### src/rtl/alu_scoreboard.sv
// In-order scoreboard comparing ALU responses against expected packets, with timeout,
// orphan detection and a fail log. Optional per-bit compare mask when ALU_SCB_MASK_EN is defined.
module alu_scoreboard #(
  parameter int unsigned WIDTH     = 8,
  parameter int unsigned FID_W     = 8,
  parameter int unsigned EXP_DEPTH = 4,
  parameter int unsigned LOG_DEPTH = 16,
  parameter int unsigned TIMEOUT   = 8,
  parameter int unsigned CNT_W     = 16
) (
  input  logic                 clk,
  input  logic                 rst,
  input  logic                 exp_valid,
  output logic                 exp_ready,
  input  logic [FID_W-1:0]     exp_fid,
  input  logic [2*WIDTH-1:0]   exp_res,
  input  logic [7:0]           exp_flags,
`ifdef ALU_SCB_MASK_EN
  input  logic [2*WIDTH+7:0]   exp_mask,
`endif
  input  logic                 rsp_valid,
  input  logic [2*WIDTH-1:0]   rsp_res,
  input  logic [7:0]           rsp_flags,
  output logic                 fail_valid,
  input  logic                 fail_rd,
  output logic [FID_W-1:0]     fail_fid,
  output logic [1:0]           fail_cause,
  output logic [CNT_W-1:0]     pass_cnt,
  output logic [CNT_W-1:0]     fail_cnt,
  output logic                 fail_ovf,
  output logic                 idle
);

  localparam int unsigned RES_W = 2 * WIDTH;
  localparam int unsigned CMP_W = RES_W + 8;
  localparam int unsigned EA_W  = $clog2(EXP_DEPTH);
  localparam int unsigned EP_W  = EA_W + 1;
  localparam int unsigned LA_W  = $clog2(LOG_DEPTH);
  localparam int unsigned LP_W  = LA_W + 1;
  localparam int unsigned TO_W  = 8;

  localparam logic [1:0] CAUSE_MISMATCH = 2'b01;
  localparam logic [1:0] CAUSE_TIMEOUT  = 2'b10;
  localparam logic [1:0] CAUSE_ORPHAN   = 2'b11;

  typedef enum logic {S_EMPTY, S_WAIT} head_state_t;

  // Expected queue storage and pointers (extra MSB distinguishes full from empty)
  logic [FID_W-1:0] eq_fid  [EXP_DEPTH];
  logic [CMP_W-1:0] eq_data [EXP_DEPTH];
  logic [EP_W-1:0]  eq_wr_ptr, eq_rd_ptr;
  logic [EA_W-1:0]  eq_head;
  logic             eq_full, eq_empty, eq_last;
  logic [CMP_W-1:0] head_mask;
  logic             head_match;

  // Fail log storage and pointers
  logic [FID_W-1:0] lg_fid   [LOG_DEPTH];
  logic [1:0]       lg_cause [LOG_DEPTH];
  logic [LP_W-1:0]  lg_wr_ptr, lg_rd_ptr;
  logic             lg_full, lg_empty, lg_pop, lg_accept;

  head_state_t      state, state_nxt;
  logic [TO_W-1:0]  wait_cnt, wait_cnt_nxt;
  logic             push, pop, log_wr, pass_inc, fail_inc;
  logic [FID_W-1:0] log_fid;
  logic [1:0]       log_cause;

  assign eq_head  = eq_rd_ptr[EA_W-1:0];
  assign eq_empty = (eq_wr_ptr == eq_rd_ptr);
  assign eq_full  = (eq_wr_ptr[EA_W] != eq_rd_ptr[EA_W]) &&
                    (eq_wr_ptr[EA_W-1:0] == eq_rd_ptr[EA_W-1:0]);
  assign eq_last  = ((eq_wr_ptr - eq_rd_ptr) == EP_W'(1));
  assign push     = exp_valid && !eq_full;

`ifdef ALU_SCB_MASK_EN
  logic [CMP_W-1:0] eq_mask [EXP_DEPTH];
  assign head_mask = eq_mask[eq_head];
`else
  assign head_mask = {CMP_W{1'b1}};
`endif

  assign head_match = ((({rsp_res, rsp_flags} ^ eq_data[eq_head]) & head_mask) == '0);

  assign lg_empty  = (lg_wr_ptr == lg_rd_ptr);
  assign lg_full   = (lg_wr_ptr[LA_W] != lg_rd_ptr[LA_W]) &&
                     (lg_wr_ptr[LA_W-1:0] == lg_rd_ptr[LA_W-1:0]);
  assign lg_pop    = fail_rd && !lg_empty;
  assign lg_accept = log_wr && (!lg_full || lg_pop);

  assign exp_ready  = !eq_full;
  assign idle       = eq_empty;
  assign fail_valid = !lg_empty;
  assign fail_fid   = lg_empty ? '0 : lg_fid[lg_rd_ptr[LA_W-1:0]];
  assign fail_cause = lg_empty ? '0 : lg_cause[lg_rd_ptr[LA_W-1:0]];

  // Head FSM: compare, timeout and orphan decisions for the current cycle
  always_comb begin
    state_nxt    = state;
    wait_cnt_nxt = wait_cnt;
    pop          = 1'b0;
    log_wr       = 1'b0;
    log_fid      = '0;
    log_cause    = '0;
    pass_inc     = 1'b0;
    fail_inc     = 1'b0;
    case (state)
      S_EMPTY: begin
        if (rsp_valid) begin
          fail_inc  = 1'b1;
          log_wr    = 1'b1;
          log_fid   = '1;
          log_cause = CAUSE_ORPHAN;
        end
        if (push) begin
          state_nxt    = S_WAIT;
          wait_cnt_nxt = '0;
        end
      end
      S_WAIT: begin
        if (rsp_valid) begin
          pop = 1'b1;
          if (head_match) begin
            pass_inc = 1'b1;
          end else begin
            fail_inc  = 1'b1;
            log_wr    = 1'b1;
            log_fid   = eq_fid[eq_head];
            log_cause = CAUSE_MISMATCH;
          end
        end else if (wait_cnt == TO_W'(TIMEOUT - 1)) begin
          pop       = 1'b1;
          fail_inc  = 1'b1;
          log_wr    = 1'b1;
          log_fid   = eq_fid[eq_head];
          log_cause = CAUSE_TIMEOUT;
        end else begin
          wait_cnt_nxt = wait_cnt + TO_W'(1);
        end
        if (pop) begin
          wait_cnt_nxt = '0;
          if (eq_last && !push) state_nxt = S_EMPTY;
        end
      end
      default: state_nxt = S_EMPTY;
    endcase
  end

  always_ff @(posedge clk) begin
    if (rst) begin
      state     <= S_EMPTY;
      wait_cnt  <= '0;
      eq_wr_ptr <= '0;
      eq_rd_ptr <= '0;
      lg_wr_ptr <= '0;
      lg_rd_ptr <= '0;
      pass_cnt  <= '0;
      fail_cnt  <= '0;
      fail_ovf  <= 1'b0;
    end else begin
      state    <= state_nxt;
      wait_cnt <= wait_cnt_nxt;
      if (push)      eq_wr_ptr <= eq_wr_ptr + EP_W'(1);
      if (pop)       eq_rd_ptr <= eq_rd_ptr + EP_W'(1);
      if (lg_accept) lg_wr_ptr <= lg_wr_ptr + LP_W'(1);
      if (lg_pop)    lg_rd_ptr <= lg_rd_ptr + LP_W'(1);
      if (pass_inc && (pass_cnt != '1)) pass_cnt <= pass_cnt + CNT_W'(1);
      if (fail_inc && (fail_cnt != '1)) fail_cnt <= fail_cnt + CNT_W'(1);
      if (log_wr && lg_full && !lg_pop) fail_ovf <= 1'b1;
    end
  end

  // Storage writes; when the log is full a write lands in the slot being popped
  always_ff @(posedge clk) begin
    if (!rst && push) begin
      eq_fid[eq_wr_ptr[EA_W-1:0]]  <= exp_fid;
      eq_data[eq_wr_ptr[EA_W-1:0]] <= {exp_res, exp_flags};
`ifdef ALU_SCB_MASK_EN
      eq_mask[eq_wr_ptr[EA_W-1:0]] <= exp_mask;
`endif
    end
    if (!rst && lg_accept) begin
      lg_fid[lg_wr_ptr[LA_W-1:0]]   <= log_fid;
      lg_cause[lg_wr_ptr[LA_W-1:0]] <= log_cause;
    end
  end

endmodule
### config.mk
export PLATFORM = sky130hd
export DESIGN_NAME = alu_scoreboard
export DESIGN_NICKNAME = d
export VERILOG_FILES = /design/src/rtl/alu_scoreboard.sv
export SDC_FILE = /design/constraint.sdc
export NUM_CORES = 1
export LEC_CHECK = 0
export CAP_MARGIN = 30
export CELL_PAD_IN_SITES_DETAIL_PLACEMENT = 0
export CELL_PAD_IN_SITES_GLOBAL_PLACEMENT = 1
export CORE_AREA = 2 2 182 184
export DETAILED_ROUTE_END_ITERATION = 7
export DIE_AREA = 0 0 184 186
export GPL_TIMING_DRIVEN = 0
export PLACE_DENSITY = 0.76
export SETUP_SLACK_MARGIN = 0.15
export SLEW_MARGIN = 20
export SYNTH_ARGS = -nofsm -noshare
export SYNTH_HDL_FRONTEND = slang
export SYNTH_SLANG_ARGS = --single-unit
### constraint.sdc
create_clock -name clk -period 4.2 [get_ports clk]
set_input_delay 1.26 -clock clk [delete_from_list [all_inputs] [get_ports clk]]
set_output_delay 1.26 -clock clk [all_outputs]
set_load 0.05 [all_outputs]
---- Word level (Yosys, flattened, before mapping) ----
Memories as Yosys holds them, arrays and structs flattened. A register that Yosys moved wholly into a read port is not among the register bits.
Cells that the tools add are included.
storage, ports and cells
  flip-flop bits (word level) ............. 58
  bits in writable memories ............... 288
  input port bits ......................... 61
  memories kept ........................... 4
memories
  memory    depth  width  read ports  clocked after Yosys merged registers in  write ports  line  source
  lg_fid    16     8      1           1                                        1            58    logic [FID_W-1:0] lg_fid [LOG_DEPTH];
  eq_data   4      24     1           1                                        1            50    logic [CMP_W-1:0] eq_data [EXP_DEPTH];
  eq_fid    4      8      1           1                                        1            49    logic [FID_W-1:0] eq_fid [EXP_DEPTH];
  lg_cause  16     2      1           1                                        1            59    logic [1:0] lg_cause [LOG_DEPTH];
cells by class
  add/subtract/negate cells ............... 8
  eq/ne operators ......................... 13
  multiplexer cells ....................... 44
  bitwise gates (word level) .............. 2
  reduce and logical (&&, ||, !) cells .... 21
operators with widths
  cell                   count
  $mux 8                 9
  $add 16x1->16 const B  2
  $ne 16x16->1 const B   2
  $pmux 8 s2             2
  $logic_not 24->1       1
  $xor 24x24->24         1
  $mux 1                 18
  $mux 2                 8
  $mux 4                 4
  $logic_and 1x1->1      12
  $add 5x1->5 const B    2
  $add 8x1->8 const B    1
  $eq 8x3->1 const B     1
  $add 3x1->3 const B    2
  $logic_not 1->1        6
  $ne 3x2->1 const B     2
  $eq 5x5->1             1
  $eq 4x4->1             1
  $pmux 1 s2             2
  $pmux 2 s2             1
  $eq 3x1->1 const B     1
  $eq 3x3->1             1
  $reduce_and 3->1       1
  $sub 3x3->3            1
  5 further kinds        6

---- Longest topological paths before layout ----
Gate-level depths: netlist (run 1).
  depth in word-level cells ............... 9
  depth in mapped cells ................... 12
  gate-level depth less buffers ........... 9

---- Worst setup path before layout (run 1) ----
Ideal clock, no wire load.
  kind .................................... in2reg
  start ................................... input rsp_valid
  end ..................................... memory lg_cause[0][0] (enable)
  library setup time ...................... 404 ps
  arrival ................................. 4015 ps
  setup slack ............................. -218 ps
  stages .................................. 9
  path buffers ............................ 3
  cells stage by stage .................... clkbuf_1 > nor2b_1 > clkbuf_1 > a21o_1 > inv_1 > and3_1 > or2_2 > buf_4 > nor4_1
between the ends
  longest elaborated chain between the ends .. 6
  elaborated cells on any way between the ends .. 7
ends and longest elaborated chain
  what                              line      source
  from (decl)                       21        input logic rsp_valid,
  $mux 1, on equally long branches  121, 109
  $pmux 1 s2 (*)                    107       case (state)
  $logic_and 1x1->1 (*)             89        assign lg_accept = log_wr && (!lg_full || lg_pop);
  $logic_and 1x1->1 (*)             182       if (!rst && lg_accept) begin
  $mux 1 (*)                        182
  $mux 1 (implied by the code) (*)  184       lg_cause[lg_wr_ptr[LA_W-1:0]] <= log_cause;
  to (decl)                         59
Every way passes the cells marked *; elsewhere a longest branch is shown, timed or not.

==> impl_metrics.ini, run 1 <==
[worst_setup_path]
cpPeakStageDelay_ps = 540
critPathTopFamily = buffers and inverters
critical_path_class = flip-flop to output port
path_buf_inv = 4
path_cells = clkbuf_2 -> buf_6 -> buf_6 -> mux4_2 -> mux2i_1 -> a211oi_2 -> clkdlybuf4s15_2
rrSetupSlack_ps = 650
cp_max_fo = 10
reg2reg_to = lg_fid[7][7]
crit_path_top_delay_cell = mux4_2
critPathLaunchType = flip-flop
reg2reg_depth = 10
critPathCaptureType = output port
crit_arrival_ps = 2620
critPathMostFrequentCell = buf_6
cp.required_ps = 2940

[clock_network]
cts_buffer_depth = 3
clock-sinks = 352
hold_buffers = 0
post_cts_buffers = 0
cts_tree = built
cts_buffers = 37
cts.clk_slew.worst_paths_ps = 60
clock_latency_ps = 510
htreeDepth = 2
root_buffer = clkbuf_16

[finish]
regArea_um2 = 9930
drive_gt1_share_pct = 20.8
syn_to_final_growth_pct = 21.5
num-fill-cells = 2604
multi_input_area_um2 = 4390
layout_common_cells = edfxtp_1, clkdlybuf4s50_1, mux4_2
nets = 1095
finalNonFillerCells = 1453
insertedDiodeCount = 0
layout_commonest_cell = edfxtp_1

[power]
p_clk_share_pct = 36.7
leakage_nw = 5.64
worst_ir_drop_vdd_v = 0.000326
p_int_w = 0.00612
combPwrFrac_pct = 15.3
p_per_area_nw_per_um2 = 467
seqPwrFrac_pct = 47.9
switching_share_pct = 24.9
finalPower_w = 0.00815
p_switching_w = 0.00203

[synthesis]
yosysSeqAreaShare_pct = 69.2
async_flop_share_pct = 0
synth_top_area_share_pct = 60.2
syn_avg_cell_area_um2 = 16.7
syn_area_um2 = 14400
synth_top_area_cell = edfxtp_1
synth_area_leaders = edfxtp_1, mux4_2, dfxtp_1
yosysWarnings = 0
synth-edff-count = 288
ys_types = 53
syn_inst = 860
ys.flop_type = edfxtp_1
synth_fp_nets = 937
synth-seq-cells = 352

[global_routing]
grt_max_degree = 25
grt_pass1_wl_um = 44800
antenna_found_initial = 1
grt_pass1_vias = 8087
grtUsageTotal_pct = 17.3
grt.overflow.total = 0

[place]
dp_hpwl_um = 19600
port_buffers = 105
gp_congestion = 0.774
dp.cells = 1385

[job]
cap_violations = 0

[min_path]
hold_end = wait_cnt[7]
hold_path_class = flip-flop to flip-flop
min_from = wait_cnt[7]
whs_path_depth = 1

[routing]
first_iter_violations = 673
firstDrtPassIters = 5
antenna_left = 0
via_count = 7854
post_drt_wl_per_cell_um = 19.9
wl_um = 29000
drcViolationCount = 0
vias_per_cell = 5.41

[floorplan]
die_x_um = 184
design.die.area_um2 = 34200
ioPinCount = 107
core_um2 = 32200
initial_utilization_pct = 44.6
num_rows = 66
die_h_um = 186

[sta]
worst_slew_pin_slew_ps = 862
drv_slew = 0
min_period_ps = 3880
whs_ps = 503
fmax_ghz = 0.258
finalHoldViolCount = 0
slew_headroom_pct = 42.4
fin_skew_ps = 18.6
finalCritPeriodShare_pct = 92.4
setup_viol = 0
rsz0062_at_grt = false

[run_status]
status = finished clean
## worst reg2reg max path: cells and delay by family (launching register included)
family | cells | cell delay, ps
simple gates | 5 | 1370
buf+inv | 3 | 950
flops | 1 | 450
mux | 1 | 370
xor+xnor | 1 | 180
## how the worst max path moves through the flow
stage,to,slack (ps),start,depth (start not counted)
floorplan,lg_cause[0][0],-220,rsp_valid,9
global placement,lg_fid[1][5],-1890,rsp_valid,9
detailed placement,lg_fid[8][4],-750,rsp_valid,9
CTS,lg_fid[11][4],30,rsp_valid,9
global route,fail_fid[4],170,flip-flop,7
finish,fail_fid[5],320,flip-flop,7
## repair_timing
action | CTS | global route
pin swaps | 0 | 1
gates resized for setup | 67 | 26
setup endpoints to repair | 131 | 109
## metal layers
metal  track usage (%)  wire length (µm)
met5                 0                15
met4              4.48               576
met3              3.07              1460
met2              31.3             14900
met1              21.6             12000
## sequential cells by signal, summed over array words and instances, names as in the netlist, named ones only
signal / flops
eq_wr_ptr: 3
fail_cnt: 16
state: 1
lg_cause: 32
eq_data: 96
fail_ovf: 1
pass_cnt: 16
wait_cnt: 8
lg_rd_ptr: 5
lg_fid: 128
eq_rd_ptr: 3
lg_wr_ptr: 5
eq_fid: 32
## Yosys cell counts (2+ instances only)
master and count:
edfxtp_1 288, mux4_2 72, dfxtp_1 64, nor2_1 49, xnor2_1 41, a21oi_1 30, clkbuf_1 25, nand3_1 22
nand2_1 21, a211oi_1 20, or3_1 18, nor2b_1 17, and3_1 16, o21ai_0 16, ha_1 15, mux2i_1 15
nand4_1 13, nor3_1 13, inv_1 12, a21o_1 10, xor2_1 10, nand2b_1 7, o21ai_1 7, buf_2 6
and2_1 5, or4_1 5, buf_6 4, nor3_2 4, nor4_1 4, buf_1 3, buf_4 3, o31ai_1 3
a311oi_1 2
## layout make-up
| class | count | area share [%] |
|---|---|---|
| inverter | 12 | 0.258 |
| buffer | 43 | 1.61 |
| tap | 408 | 2.93 |
| clock buffer | 47 | 5.65 |
| timing repair buffer | 119 | 6.76 |
| multi-input combinational | 453 | 25.2 |
| clock inverter | 19 | 0.710 |
| sequential | 352 | 56.9 |
## power groups by stage
stage,registers [W],clock network [W],logic (W)
after global routing,0.00391,0.00320,0.00134
after floorplan,0.00398,0,0.000859
after detailed placement,0.00398,0,0.00126
final,0.00391,0.00300,0.00125
after global placement,0.00398,0,0.00124
after CTS,0.00391,0.00305,0.00129
## per-stage QoR
step	utilization, %	TNS, ps	setup slack [ps]	area [µm²]
after floorplan	-	-6540	-218	14500
after global placement	49.7	-154640	-1890	16000
after detailed placement	50.4	-89170	-751	16200
after CTS	54.1	0	28.2	17400
after global routing	54.2	0	167	17400
final	54.2	0	317	17400
## cell families after synthesis
kind of cell | Yosys count | share of synthesized area (%)
flops | 352 | 69.2
simple gates | 203 | 7.63
compound gates | 95 | 4.24
mux | 88 | 12.4
buf+inv | 55 | 1.97
xor+xnor | 51 | 3.11
fa+ha+maj | 16 | 1.45
Power figures use the tool's default switching activity.
==> run 2, diff against run 1 <==
--- a/config.mk
+++ b/config.mk
@@ -12,7 +12,7 @@
 export DETAILED_ROUTE_END_ITERATION = 7
 export DIE_AREA = 0 0 184 186
 export GPL_TIMING_DRIVEN = 0
-export PLACE_DENSITY = 0.76
+export PLACE_DENSITY_LB_ADDON = 0.25
 export SETUP_SLACK_MARGIN = 0.15
 export SLEW_MARGIN = 20
 export SYNTH_ARGS = -nofsm -noshare
==> run 2 against run 1 <==
Effect of this change: die area did not move; worst hold slack improved by 0.66 ps; sequential share of layout area is 0.41 points lower; register-to-register slack about the same; sequential cell count unchanged; power increased by 2.6%; utilization rose by 0.39 points; clock power is 7.0% higher; cell count grew 0.55%; global-route usage increased by 0.85 points; clock skew up 9.4 ps; non-clock buffer count up 6; largest cell class unchanged.
==> impl_metrics.ini, run 2 (synthesized netlist as in run 1, its figures left out) <==
[run_status]
status = finished clean

[worst_setup_path]
rrSetupSlack_ps = 640
critPathLaunchType = flip-flop
critPathCaptureType = output port
cp_max_fo = 10
path_buf_inv = 4
crit_end = fail_cause[1]
critical_path_depth = 7
path_cells = clkbuf_2 -> buf_6 -> clkbuf_8 -> mux4_2 -> mux2i_1 -> a211oi_2 -> buf_2
critPathTopFamily = buffers and inverters
critical_path_class = flip-flop to output port
cpPeakStageDelay_ps = 540
reg2reg_depth = 12
crit_arrival_ps = 2630
crit_path_top_delay_cell = mux4_2
cp.required_ps = 2940
reg2reg_to = lg_fid[0][4]

[floorplan]
core_um2 = 32200
initial_utilization_pct = 44.6
die_h_um = 186
ioPinCount = 107
die_x_um = 184
num_rows = 66
design.die.area_um2 = 34200

[sta]
setup_viol = 0
fin_skew_ps = 28.0
fmax_ghz = 0.257
drv_slew = 0
finalHoldViolCount = 0
worst_slew_pin_slew_ps = 844
min_period_ps = 3890
setup_tns_ps = 0
slew_headroom_pct = 43.6
whs_ps = 504
finalCritPeriodShare_pct = 92.6
rsz0062_at_grt = false

[routing]
vias_per_cell = 5.45
antenna_left = 0
wl_um = 30100
first_iter_violations = 566
via_count = 7959
firstDrtPassIters = 5
post_drt_wl_per_cell_um = 20.6
drcViolationCount = 0

[clock_network]
clock_latency_ps = 530
clock-sinks = 352
cts_tree = built
cts_buffer_depth = 3
htreeDepth = 2
hold_buffers = 0
cts.clk_slew.worst_paths_ps = 60
cts_buffers = 37
root_buffer = clkbuf_16

[global_routing]
grt_max_degree = 23
busiest_layer = met2
grt_pass1_vias = 8247
grtUsageTotal_pct = 18.2
grt_util_met1_pct = 23.3
antenna_found_initial = 0
grt.overflow.total = 0
grt_pass1_wl_um = 47100
global_route.usage.met3_pct = 2.92
met2_usage_pct = 32.3

[job]
cap_violations = 0

[power]
leakage_nw = 5.71
worst_ir_drop_vdd_v = 0.000310
p_per_area_nw_per_um2 = 476

[place]
port_buffers = 105
dp_hpwl_um = 20500
placed_cell_area_um2 = 16300
gp_congestion = 0.760

[finish]
layout_common_cells = edfxtp_1, clkdlybuf4s50_1, mux4_2
largest_reg_flops = 128
final_area_um2 = 17600
insertedDiodeCount = 0
num-fill-cells = 2573
nets = 1101
syn_to_final_growth_pct = 22.4
layout_commonest_cell = edfxtp_1
drive_gt1_share_pct = 22.5

[min_path]
whs_path_depth = 1
hold_path_class = flip-flop to flip-flop
## run 2: cell types whose count changed in the layout (fill, tap and decap cells not counted), moves of 3 or more
cell / previous run / this run
clkinv_2: 5 / 11
buf_4: 13 / 10
buf_2: 15 / 18
mux2i_1: 15 / 12
clkbuf_1: 24 / 20
nor3_2: 9 / 15
buf_6: 6 / 13
mux2i_2: 0 / 3
clkinv_1: 9 / 5
nor3_4: 7 / 1
## run 2: stage by stage
stage          power [W]  util [%]  instances  setup WS, ps
2_1_floorplan    0.00484         -        860          -218
3_3_place_gp     0.00522      49.7       1373         -1860
3_5_place_dp     0.00525      50.6       1391          -879
4_1_cts          0.00848      54.6       1459           100
5_1_grt          0.00867      54.6       1461           184
6_report         0.00837      54.6       1461           311
## run 2: area by class of cell
class	instances	area [µm²]	area share [%]
Sequential cell	352	9930	56.5
Multi-Input combinational cell	453	4360	24.8
Timing Repair Buffer	125	1240	7.06
Clock buffer	47	1050	5.96
Tap cell	408	510	2.91
Buffer	43	278	1.58
Clock inverter	21	156	0.890
Inverter	12	45.0	0.256
## run 2: routing by layer
layer  part of all wire, %  vias up
met3                   4.3       44
met5                     0        -
li1                      -     3715
met2                    51      174
met1                    43     4026
met4                   1.7        0
## run 2: what timing repair did
item / in CTS / in global routing
pin swaps: 0 / 0
endpoints found under the hold margin: 0 / 0
resized for setup: 71 / 17
setup buffers: 0 / 0
setup endpoints to repair: 150 / 16
gates cloned: 0 / 0
## run 2: worst min-delay path by stage
stage,from,end,slack (ps)
2_1_floorplan,wait_cnt[6],wait_cnt[6],460
3_3_place_gp,wait_cnt[7],wait_cnt[7],480
3_5_place_dp,wait_cnt[6],wait_cnt[6],490
4_1_cts,wait_cnt[6],wait_cnt[6],500
5_1_grt,fail_cnt[15],fail_cnt[15],530
6_report,wait_cnt[6],wait_cnt[6],500
## run 2: report_power, final
group          internal, W  switching, W
clock              0.00189       0.00132
sequential         0.00387     0.0000346
combinational     0.000520      0.000731
total              0.00628       0.00208
